`src/rtl/mixer_pkg.sv`:
```
// Shared definitions for the multi-voice mixer: FSM encoding, mix-mode constants
// and the accumulator guard width.
package mixer_pkg;

    typedef enum logic [2:0] {
        ST_IDLE    = 3'd0,
        ST_COLLECT = 3'd1,
        ST_SUM     = 3'd2,
        ST_SCALE   = 3'd3,
        ST_DONE    = 3'd4
    } mixer_state_t;

    localparam logic MODE_SUM = 1'b0;
    localparam logic MODE_AVG = 1'b1;

    // Enough headroom to add up to 8 full-scale voices without wrapping.
    localparam int ACC_GUARD_W = 3;

endpackage

```
`src/rtl/sat_clip.sv`:
```
// Signed saturating narrower: clips an IN_W-bit two's-complement value into the
// OUT_W-bit range, or sign-extends when the output is not narrower.
module sat_clip #(
    parameter int IN_W  = 21,
    parameter int OUT_W = 18
) (
    input  logic signed [IN_W-1:0]  din,
    output logic signed [OUT_W-1:0] dout
);

    generate
        if (IN_W > OUT_W) begin : g_clip
            // In range exactly when the dropped bits all match the result sign bit.
            always_comb begin
                if ((&din[IN_W-1:OUT_W-1]) || !(|din[IN_W-1:OUT_W-1])) begin
                    dout = din[OUT_W-1:0];
                end else if (din[IN_W-1]) begin
                    dout = {1'b1, {(OUT_W-1){1'b0}}};
                end else begin
                    dout = {1'b0, {(OUT_W-1){1'b1}}};
                end
            end
        end else begin : g_ext
            assign dout = OUT_W'(din);
        end
    endgenerate

endmodule

```
`src/rtl/multi_voice_mixer.sv`:
```
// Request-driven mixer: collects one sample per active voice, sums them serially
// into a guarded accumulator, then saturates (sum) or shifts and saturates (average).
module multi_voice_mixer
    import mixer_pkg::*;
#(
    parameter int NUM_VOICES = 3,
    parameter int SAMPLE_W   = 18,
    parameter int TIMEOUT    = 64
) (
    input  logic                           clk,
    input  logic                           reset,
    input  logic                           generate_next_sample,
    input  logic [NUM_VOICES*SAMPLE_W-1:0] voice_sample,
    input  logic [NUM_VOICES-1:0]          voice_ready,
    input  logic [NUM_VOICES-1:0]          voice_active,
    input  logic                           avg_mode,
    output logic [SAMPLE_W-1:0]            mixed_sample,
    output logic                           mixed_ready,
    output logic                           missed_voice,
    output logic                           overrun
);

    localparam int ACC_W = SAMPLE_W + ACC_GUARD_W;
    localparam int SHIFT = $clog2(NUM_VOICES);
    localparam int TO_W  = $clog2(TIMEOUT + 1);
    localparam int IDX_W = (NUM_VOICES > 1) ? $clog2(NUM_VOICES) : 1;

    mixer_state_t state_reg, state_next;

    logic [NUM_VOICES-1:0]    active_snap_reg;
    logic [NUM_VOICES-1:0]    captured_reg;
    logic [NUM_VOICES-1:0]    captured_next;
    logic [NUM_VOICES-1:0]    capture_hit;
    logic                     mode_reg;
    logic [SAMPLE_W-1:0]      voice_reg [NUM_VOICES];
    logic [TO_W-1:0]          timeout_cnt_reg;
    logic [IDX_W-1:0]         sum_idx_reg;
    logic signed [ACC_W-1:0]  acc_reg;
    logic signed [ACC_W-1:0]  scaled;
    logic signed [ACC_W-1:0]  addend;
    logic signed [SAMPLE_W-1:0] clip_out;
    logic [SAMPLE_W-1:0]      mixed_sample_reg;
    logic                     mixed_ready_reg;
    logic                     missed_voice_reg;
    logic                     overrun_reg;

    logic collect_done;
    logic timeout_hit;
    logic sum_last;

    generate
        for (genvar gi = 0; gi < NUM_VOICES; gi++) begin : g_capture
            assign capture_hit[gi] = (state_reg == ST_COLLECT) && voice_ready[gi]
                                     && active_snap_reg[gi];
        end
    endgenerate

    assign captured_next = captured_reg | capture_hit;
    assign collect_done  = (captured_reg == active_snap_reg);
    assign timeout_hit   = (timeout_cnt_reg == TO_W'(TIMEOUT - 1));
    assign sum_last      = (sum_idx_reg == IDX_W'(NUM_VOICES - 1));

    // Voices that never arrived contribute zero rather than a stale sample.
    assign addend = captured_reg[sum_idx_reg] ? ACC_W'($signed(voice_reg[sum_idx_reg]))
                                              : '0;
    assign scaled = (mode_reg == MODE_AVG) ? (acc_reg >>> SHIFT) : acc_reg;

    sat_clip #(
        .IN_W  (ACC_W),
        .OUT_W (SAMPLE_W)
    ) u_sat_clip (
        .din  (scaled),
        .dout (clip_out)
    );

    always_ff @(posedge clk) begin
        if (reset) begin
            state_reg <= ST_IDLE;
        end else begin
            state_reg <= state_next;
        end
    end

    always_comb begin
        state_next = state_reg;
        case (state_reg)
            ST_IDLE:    if (generate_next_sample) state_next = ST_COLLECT;
            ST_COLLECT: if (collect_done || timeout_hit) state_next = ST_SUM;
            ST_SUM:     if (sum_last) state_next = ST_SCALE;
            ST_SCALE:   state_next = ST_DONE;
            ST_DONE:    state_next = ST_IDLE;
            default:    state_next = ST_IDLE;
        endcase
    end

    always_ff @(posedge clk) begin
        if (reset) begin
            active_snap_reg  <= '0;
            captured_reg     <= '0;
            mode_reg         <= MODE_SUM;
            timeout_cnt_reg  <= '0;
            sum_idx_reg      <= '0;
            acc_reg          <= '0;
            mixed_sample_reg <= '0;
            mixed_ready_reg  <= 1'b0;
            missed_voice_reg <= 1'b0;
            overrun_reg      <= 1'b0;
            for (int i = 0; i < NUM_VOICES; i++) begin
                voice_reg[i] <= '0;
            end
        end else begin
            mixed_ready_reg <= 1'b0;
            if (generate_next_sample && (state_reg != ST_IDLE)) begin
                overrun_reg <= 1'b1;
            end
            for (int i = 0; i < NUM_VOICES; i++) begin
                if (capture_hit[i]) begin
                    voice_reg[i] <= voice_sample[i*SAMPLE_W +: SAMPLE_W];
                end
            end
            case (state_reg)
                ST_IDLE: begin
                    if (generate_next_sample) begin
                        active_snap_reg <= voice_active;
                        mode_reg        <= avg_mode;
                        captured_reg    <= '0;
                        timeout_cnt_reg <= '0;
                        sum_idx_reg     <= '0;
                        acc_reg         <= '0;
                    end
                end
                ST_COLLECT: begin
                    captured_reg <= captured_next;
                    if (!timeout_hit) begin
                        timeout_cnt_reg <= timeout_cnt_reg + TO_W'(1);
                    end else if (!collect_done && (captured_next != active_snap_reg)) begin
                        missed_voice_reg <= 1'b1;
                    end
                end
                ST_SUM: begin
                    acc_reg     <= acc_reg + addend;
                    sum_idx_reg <= sum_idx_reg + IDX_W'(1);
                end
                ST_SCALE: begin
                    mixed_sample_reg <= clip_out;
                    mixed_ready_reg  <= 1'b1;
                end
                default: ;
            endcase
        end
    end

    assign mixed_sample = mixed_sample_reg;
    assign mixed_ready  = mixed_ready_reg;
    assign missed_voice = missed_voice_reg;
    assign overrun      = overrun_reg;

endmodule

```
`config.mk`:
```
export PLATFORM = sky130hd
export DESIGN_NAME = multi_voice_mixer
export DESIGN_NICKNAME = d
export VERILOG_FILES = /design/src/rtl/mixer_pkg.sv /design/src/rtl/sat_clip.sv /design/src/rtl/multi_voice_mixer.sv
export SDC_FILE = /design/constraint.sdc
export NUM_CORES = 1
export LEC_CHECK = 0
export BUFFER_PORTS_ARGS = -buffer_cell sky130_fd_sc_hd__buf_4
export CORE_MARGIN = 2
export CORE_UTILIZATION = 30
export DETAILED_ROUTE_END_ITERATION = 6
export PLACE_DENSITY_LB_ADDON = 0.08
export SLEW_MARGIN = 20
export SYNTH_ARGS = -nofsm -noshare
export SYNTH_HDL_FRONTEND = slang
export SYNTH_SLANG_ARGS = --single-unit
export TNS_END_PERCENT = 20
```
`constraint.sdc`:
```
create_clock -name clk -period 5.55 [get_ports clk]
set_input_delay 1.11 -clock clk [delete_from_list [all_inputs] [get_ports clk]]
set_output_delay 1.11 -clock clk [all_outputs]
set_load 0.05 [all_outputs]
```
==> results of run 1 <==
worst reg2reg max path, cell delays in order (launching register included):
cell and delay (ns):
dfxtp_1 0.99, mux2i_1 0.27, nor2_1 0.06, a21oi_1 0.12, nor2_1 0.06, ha_1 0.25
inv_1 0.08, fa_1 0.26, nor2b_4 0.06, o31a_4 0.30, o31ai_2 0.24, a2111oi_1 0.15
or4_1 0.48, a32o_1 0.25
final timing paths:
check,cells after the start,end
max reg2reg,13,acc_reg[18]
max,13,acc_reg[18]
min reg2reg,2,overrun
min,2,overrun
logic make-up (layout without fill, tap and decap cells):
kind of cell / after synthesis / count (layout) / synth area share [%]
AO/OA/AOI/OAI: 159 / 159 / 17.24
XOR/XNOR: 12 / 12 / 1.672
adder cells (fa/ha/maj): 23 / 23 / 4.698
buffers and inverters: 48 / 132 / 2.966
flip-flops: 117 / 117 / 45.87
multiplexers: 38 / 38 / 6.410
AND/OR/NAND/NOR: 264 / 264 / 21.14
cells in the mapped netlist, types with 13 or more instances:
cell / count / share of area [%]
nor2_1: 90 / 5.4
clkbuf_1: 28 / 1.7
a21oi_1: 65 / 5.2
nand2_1: 36 / 2.2
mux2_2: 18 / 3.2
mux2i_1: 20 / 3.2
and2_1: 57 / 5.7
edfxtp_1: 54 / 26
nor3_1: 30 / 2.4
inv_1: 13 / 0.78
o21ai_0: 20 / 1.6
dfxtp_1: 63 / 20
ha_1: 22 / 4.4
routing by layer:
layer	GRT usage, %	share of wire (%)	vias to the layer above
met5	0	0	-
met4	5.333	1.6	0
met3	3.150	4.5	17
met2	22.78	43	114
met1	21.18	51	2273
li1	-	-	2563
power by group through the flow:
stage                     Combinational (mW)  Clock (mW)  Sequential (mW)
after floorplan                        0.106           0            0.980
after global placement                 0.185           0            0.975
after detailed placement               0.188           0            0.975
after CTS                              0.189        1.11            0.957
after global routing                   0.206        1.15            0.962
final                                  0.185        1.08            0.956
final cells by class:
cell class	count	area [sq um]	share of cell area (%)
inverters	13	48.80	0.6316
clock buffers	17	425.4	5.506
multi-input cells	496	3222	41.70
flip-flops and latches	117	2883	37.31
clock inverters	15	156.4	2.024
repair buffers	87	653.1	8.453
well taps	270	337.8	4.372
cell usage in the layout, fill, tap and decap left out, types with 7 or more instances in the layout:
cell and n:
a211oi_1 8, a21oi_1 65, and2_1 57, buf_4 87, clkbuf_16 17, dfxtp_1 63, edfxtp_1 54, ha_1 22
inv_1 13, mux2_2 18, mux2i_1 20, nand2_1 36, nand3_1 9, nand4_1 7, nor2_1 90, nor3_1 30
o21ai_0 20, or3_1 9, xor2_1 7
through the flow:
stage / total power, mW / std cells / hold slack [ns]
after detailed placement: 1.163 / 983 / 0.4686
after CTS: 2.260 / 1015 / 0.4868
after floorplan: 1.086 / 661 / 0.4625
final: 2.225 / 1015 / 0.4767
after global routing: 2.321 / 1015 / 0.5193
after global placement: 1.160 / 983 / 0.4702
==> impl_results.md, run 1 <==
- Status: finished clean
- Data arrival, critical path: a little under 4 ns
- Die ar.: 0.02212 sq mm
- Core ar.: 0.02043 sq mm
- EDFF count, synth: 54
- CP Launch Type: flip-flop
- Final hold viol count: 0
- CTS Buf Count: 17
- Fillers: 2,117
- Sequential-to-total area share from yosys stat: between 40% and 50%
- Total grt overflow: 0
- Root Buffer: clkbuf_16
- Overall Global Routing Usage: between 10% and 20%
- Layout cells sized above 1: 21.21%
- CP dominant cell by count: nor2_1
- CP Cell Sequence: mux2i_1 -> nor2_1 -> a21oi_1 -> nor2_1 -> ha_1 -> inv_1 -> fa_1 -> nor2b_4 -> o31a_4 -> o31ai_2 -> a2111oi_1 -> or4_1 -> a32o_1
- R2r setup slk: between 1.5 and 2 ns
- Slew headroom: between 30% and 40%
- Synth Register Bits: approximately 120
- Distinct cells, synth: 68
- Switching share of total power: 24.88%
- Synth Cell Area: 0.006285 sq mm
- ANT cells: 0
- Die H: ~150 um
- CP required: 5.85 ns
- Logic pwr share: 8.3%
- Ys Warns: 0
- Hold Path Class: reg2reg
- Switch Pwr: 0.5536 mW
- Fin area: 0.007726 sq mm
- Max IR drop VDD: 149.4 uV
- Max capacitance violation total: 0
- Power Density: between 200 and 300 mW/mm^2
- Initial drt markers: 249
- Mean post-synth cell area: 9.508 sq um
- Fin nets: just over 800
- DP HPWL: ~12,000 um
- Initial DRT Pass Iterations: 4
- Crit Path Max Fanout: 18
- Main flop type after synthesis: dfxtp_1
- Setup TNS Final: 0 ns
- Syn Inst Count: around 660
- Clock tree sinks: 117
- I/O pins: 85
- # H-tree levels: 4
- Setup WS pre-CTS: 1.853 ns
- Setup bufs post-CTS: 0
- Syn nets: 748
- Clk network pwr share: 48.7%
- Unrepaired setup endpoints after global routing: false
- DRC Markers: 0
- Via count of the first global-routing pass: ~4.9k
- Final core occ: 37.82%
- CP max stage delay: 0.99 ns
- Via count: around 5.0k
- Final setup fails: 0
- Placed Area: 0.007144 sq mm
- Fmax: 0.2722 GHz
- Vias per cell: between 4 and 5
- Area Overhead vs Synth: 22.93%
- Clock buffer depth: 2
- Critical Path Sink Type: flip-flop
- Crit path buf inv count: 1
- Initial antenna violation count: 0
- Leak pwr: 3.088 nW
- Hold_buf cts: 0
- Int Pwr: between 1.5 and 2 mW
- Worst-Margin Slew: 1.026 ns
- Clk Latency, worst-skew pair: just over 0.4 ns
- Period utilisation layout: 66.18%
- Row count: 52
- Port-buffer cells: 84
- Slew Limit Fails: 0
- CTS resizes: 0
- Worst hold start: overrun
- DRT Wirelength: 15,760 um
- Worst-path clk slew: 0.06 ns
- Largest register FFs: between 50 and 60
- Final antenna-violating net count: 0
- Die width: 148.7 um
- CP delay by family, top: compound AO/OA/AOI/OAI gates
- Global-route wire length before repair: about 26,000 um
- Initial Utilization: 30.76%
- Final clock skew: 0.009270 ns
- GP Congestion: around 0.84
- TritonCTS clock tree: done
- Ys async rst share: 0%
- Sequential share of power: 43.0%
- CP max stage cell: dfxtp_1
- Largest net degree at the start of global routing: 57
- Crit Path Class: reg2reg
- Routed length per placed instance: about 16 um
- Final worst slack: ~1.9 ns
- Post-layout min period: 3.673 ns
(Power assumes the default switching activity.)
==> run 2: changes to the inputs <==
clock period = 3.3 ns   (was 5.55 ns; I/O delays follow)
==> run 2 against run 1 <==
Effect of this change: combinational power rose by 79%; count of clock-buffer cells in the layout did not move; fmax rose by 20%; critical endpoint is now acc_reg[20]; highest routed layer unchanged.
==> impl_results.md, run 2 (synthesized netlist as in run 1, its figures left out) <==
- Status: finished clean
- Root Buffer: clkbuf_16
- CTS Buf Count: 17 (unchanged)
- Initial antenna violation count: 0 (unchanged)
- Via count: 4,994 (+0.54%)
- Final clock skew: 0.01479 ns (+0.005520 ns)
- Via count of the first global-routing pass: 4,846 (-1.4%)
- Slew Limit Fails: 0 (unchanged)
- Clock tree sinks: 117 (unchanged)
- CP max stage cell: or4_1
- Switch Pwr: 0.9169 mW (+66%)
- CP required: 3.64 ns (-2.21 ns)
- Setup TNS Final: 0 ns (unchanged)
- Hold Path Class: reg2reg
- Slew headroom: 28.64% (-2.8 points)
- Final antenna-violating net count: 0 (unchanged)
- Max capacitance violation total: 0 (unchanged)
- Layout cells sized above 1: 22.78% (+1.6 points)
- Int Pwr: 2.815 mW (+68%)
- Clk network pwr share: 48.3% (-0.4 points)
- Power Density: 477.4 mW/mm^2 (+66%)
- Clk Latency, worst-skew pair: 0.41 ns (about the same)
- Row count: 52 (unchanged)
- Sequential share of power: 42.8% (-0.2 points)
- Worst hold slack: 0.4818 ns (+0.005010 ns)
- Worst-path clk slew: 0.06 ns (about the same)
- Largest net degree at the start of global routing: 55 (-3.5%)
- CP max stage delay: 0.49 ns (-0.50 ns)
- Switching share of total power: 24.57% (-0.31 points)
- Die ar.: 0.02212 sq mm (unchanged)
- Initial DRT Pass Iterations: 4 (unchanged)
- Final hold viol count: 0 (unchanged)
- GP Congestion: 0.8896 (+6.5%)
- Data arrival, critical path: 3.41 ns (-0.56 ns)
- Clock buffer depth: 2 (unchanged)
- Post-layout min period: 3.072 ns (-0.6008 ns)
- CP dominant cell by count: nor2_1
- Fin nets: 829 (+1.2%)
- Worst-Margin Slew: 1.063 ns (+0.03699 ns)
- ANT cells: 0 (unchanged)
- Crit Path Class: reg2reg
- Crit Path Max Fanout: 13 (-5)
- Die width: 148.7 um (unchanged)
- Setup bufs post-CTS: 0 (unchanged)
- Leak pwr: 3.118 nW (+0.97%)
- Critical Path Sink Type: flip-flop
- DRT Wirelength: 15,550 um (-1.3%)
- Global-route wire length before repair: 25,160 um (-4.1%)
- CP Launch Type: flip-flop
- CP Cell Sequence: buf_4 -> mux2i_1 -> nor2_1 -> a21oi_1 -> nor2_1 -> ha_1 -> nand2_1 -> a2111oi_4 -> a31oi_2 -> and2_4 -> or4_1 -> a31oi_1
- TritonCTS clock tree: done
- DP HPWL: 11,660 um (+0.33%)
- Initial drt markers: 281 (+13%)
- Commonest cells after routing, fill and taps aside: 97 x buf_4, 90 x nor2_1, 64 x a21oi_1
- Most common cell after layout, fill and taps aside: buf_4
- Overall Global Routing Usage: 14.52% (-0.48 points)
- Area Overhead vs Synth: 24.37%
- Logic pwr share: 8.9% (+0.6 points)
- Port-buffer cells: 84 (unchanged)
- Final core occ: 38.26% (+0.44 points)
- Vias per cell: 4.872 (-0.44%)
- DRC Markers: 0 (unchanged)
- # H-tree levels: 4 (unchanged)
- Largest register FFs: 54 (unchanged)
- Hold_buf cts: 0 (unchanged)
- Unrepaired setup endpoints after global routing: false
- Total grt overflow: 0 (unchanged)
- CTS resizes: 0 (unchanged)
- Final worst slack: 0.2277 ns (-1.649 ns)
- Core ar.: 0.02043 sq mm (unchanged)
- Die H: 148.7 um (unchanged)
- Final setup fails: 0 (unchanged)
- Setup WS pre-CTS: 0.1458 ns (-1.708 ns)
- Routed length per placed instance: 15.17 um (-2.3%)
- Max IR drop VDD: 330.2 uV (+120%)
- I/O pins: 85 (unchanged)
- Initial Utilization: 30.76% (unchanged)
- Period utilisation layout: 93.10% (+27 points)
- Fmax: 0.3255 GHz (+20%)
[run 2: worst max-delay path: cells and delay by family (launching register included)]
| kind | cells | cell delay, ns |
|---|---|---|
| AOI/OAI and AO/OA | 4 | 0.72 |
| and+or+nand+nor | 5 | 0.96 |
| muxes | 1 | 0.26 |
| buffers and inverters | 1 | 0.26 |
| DFF | 1 | 0.36 |
| adders and majority gates | 1 | 0.44 |
[run 2: per-layer routing]
layer | wire length (um) | vias up | global-route usage (%)
met5 | 0 | - | 0
met4 | 223 | 0 | 5.810
met3 | 690 | 16 | 3.333
met2 | 6557 | 119 | 21.18
met1 | 8079 | 2280 | 20.76
li1 | - | 2579 | -
[run 2: final timing paths]
check,endpoint,start,slack [ns],cells after the start
max,acc_reg[20],flip-flop,0.23,12
min reg2reg,overrun,overrun,0.48,2
min,overrun,overrun,0.48,2
max reg2reg,acc_reg[20],flip-flop,0.23,12
[run 2: metrics by stage]
stage | cell area (sq um) | cells | total power, mW
3_3_place_gp | 7219 | 993 | 1.959
4_1_cts | 7804 | 1025 | 3.795
5_1_grt | 7816 | 1025 | 3.896
3_5_place_dp | 7219 | 993 | 1.963
6_report | 7816 | 1025 | 3.732
2_1_floorplan | 6285 | 661 | 1.826
[run 2: final cells by class]
cell class	instances	area, sq um
Clock inverter	15	158.9
Inverter	13	48.80
Fill cell	2092	12610
Timing Repair Buffer	97	728.2
Sequential cell	117	2884
Tap cell	270	337.8
Multi-Input combinational cell	496	3233
Clock buffer	17	425.4
[run 2: power groups by stage]
stage / Combinational (mW) / Sequential [mW] / Clock, mW
after floorplan: 0.178 / 1.65 / 0
after global placement: 0.333 / 1.63 / 0
after detailed placement: 0.336 / 1.63 / 0
after CTS: 0.337 / 1.60 / 1.86
after global routing: 0.369 / 1.60 / 1.92
final: 0.332 / 1.60 / 1.80
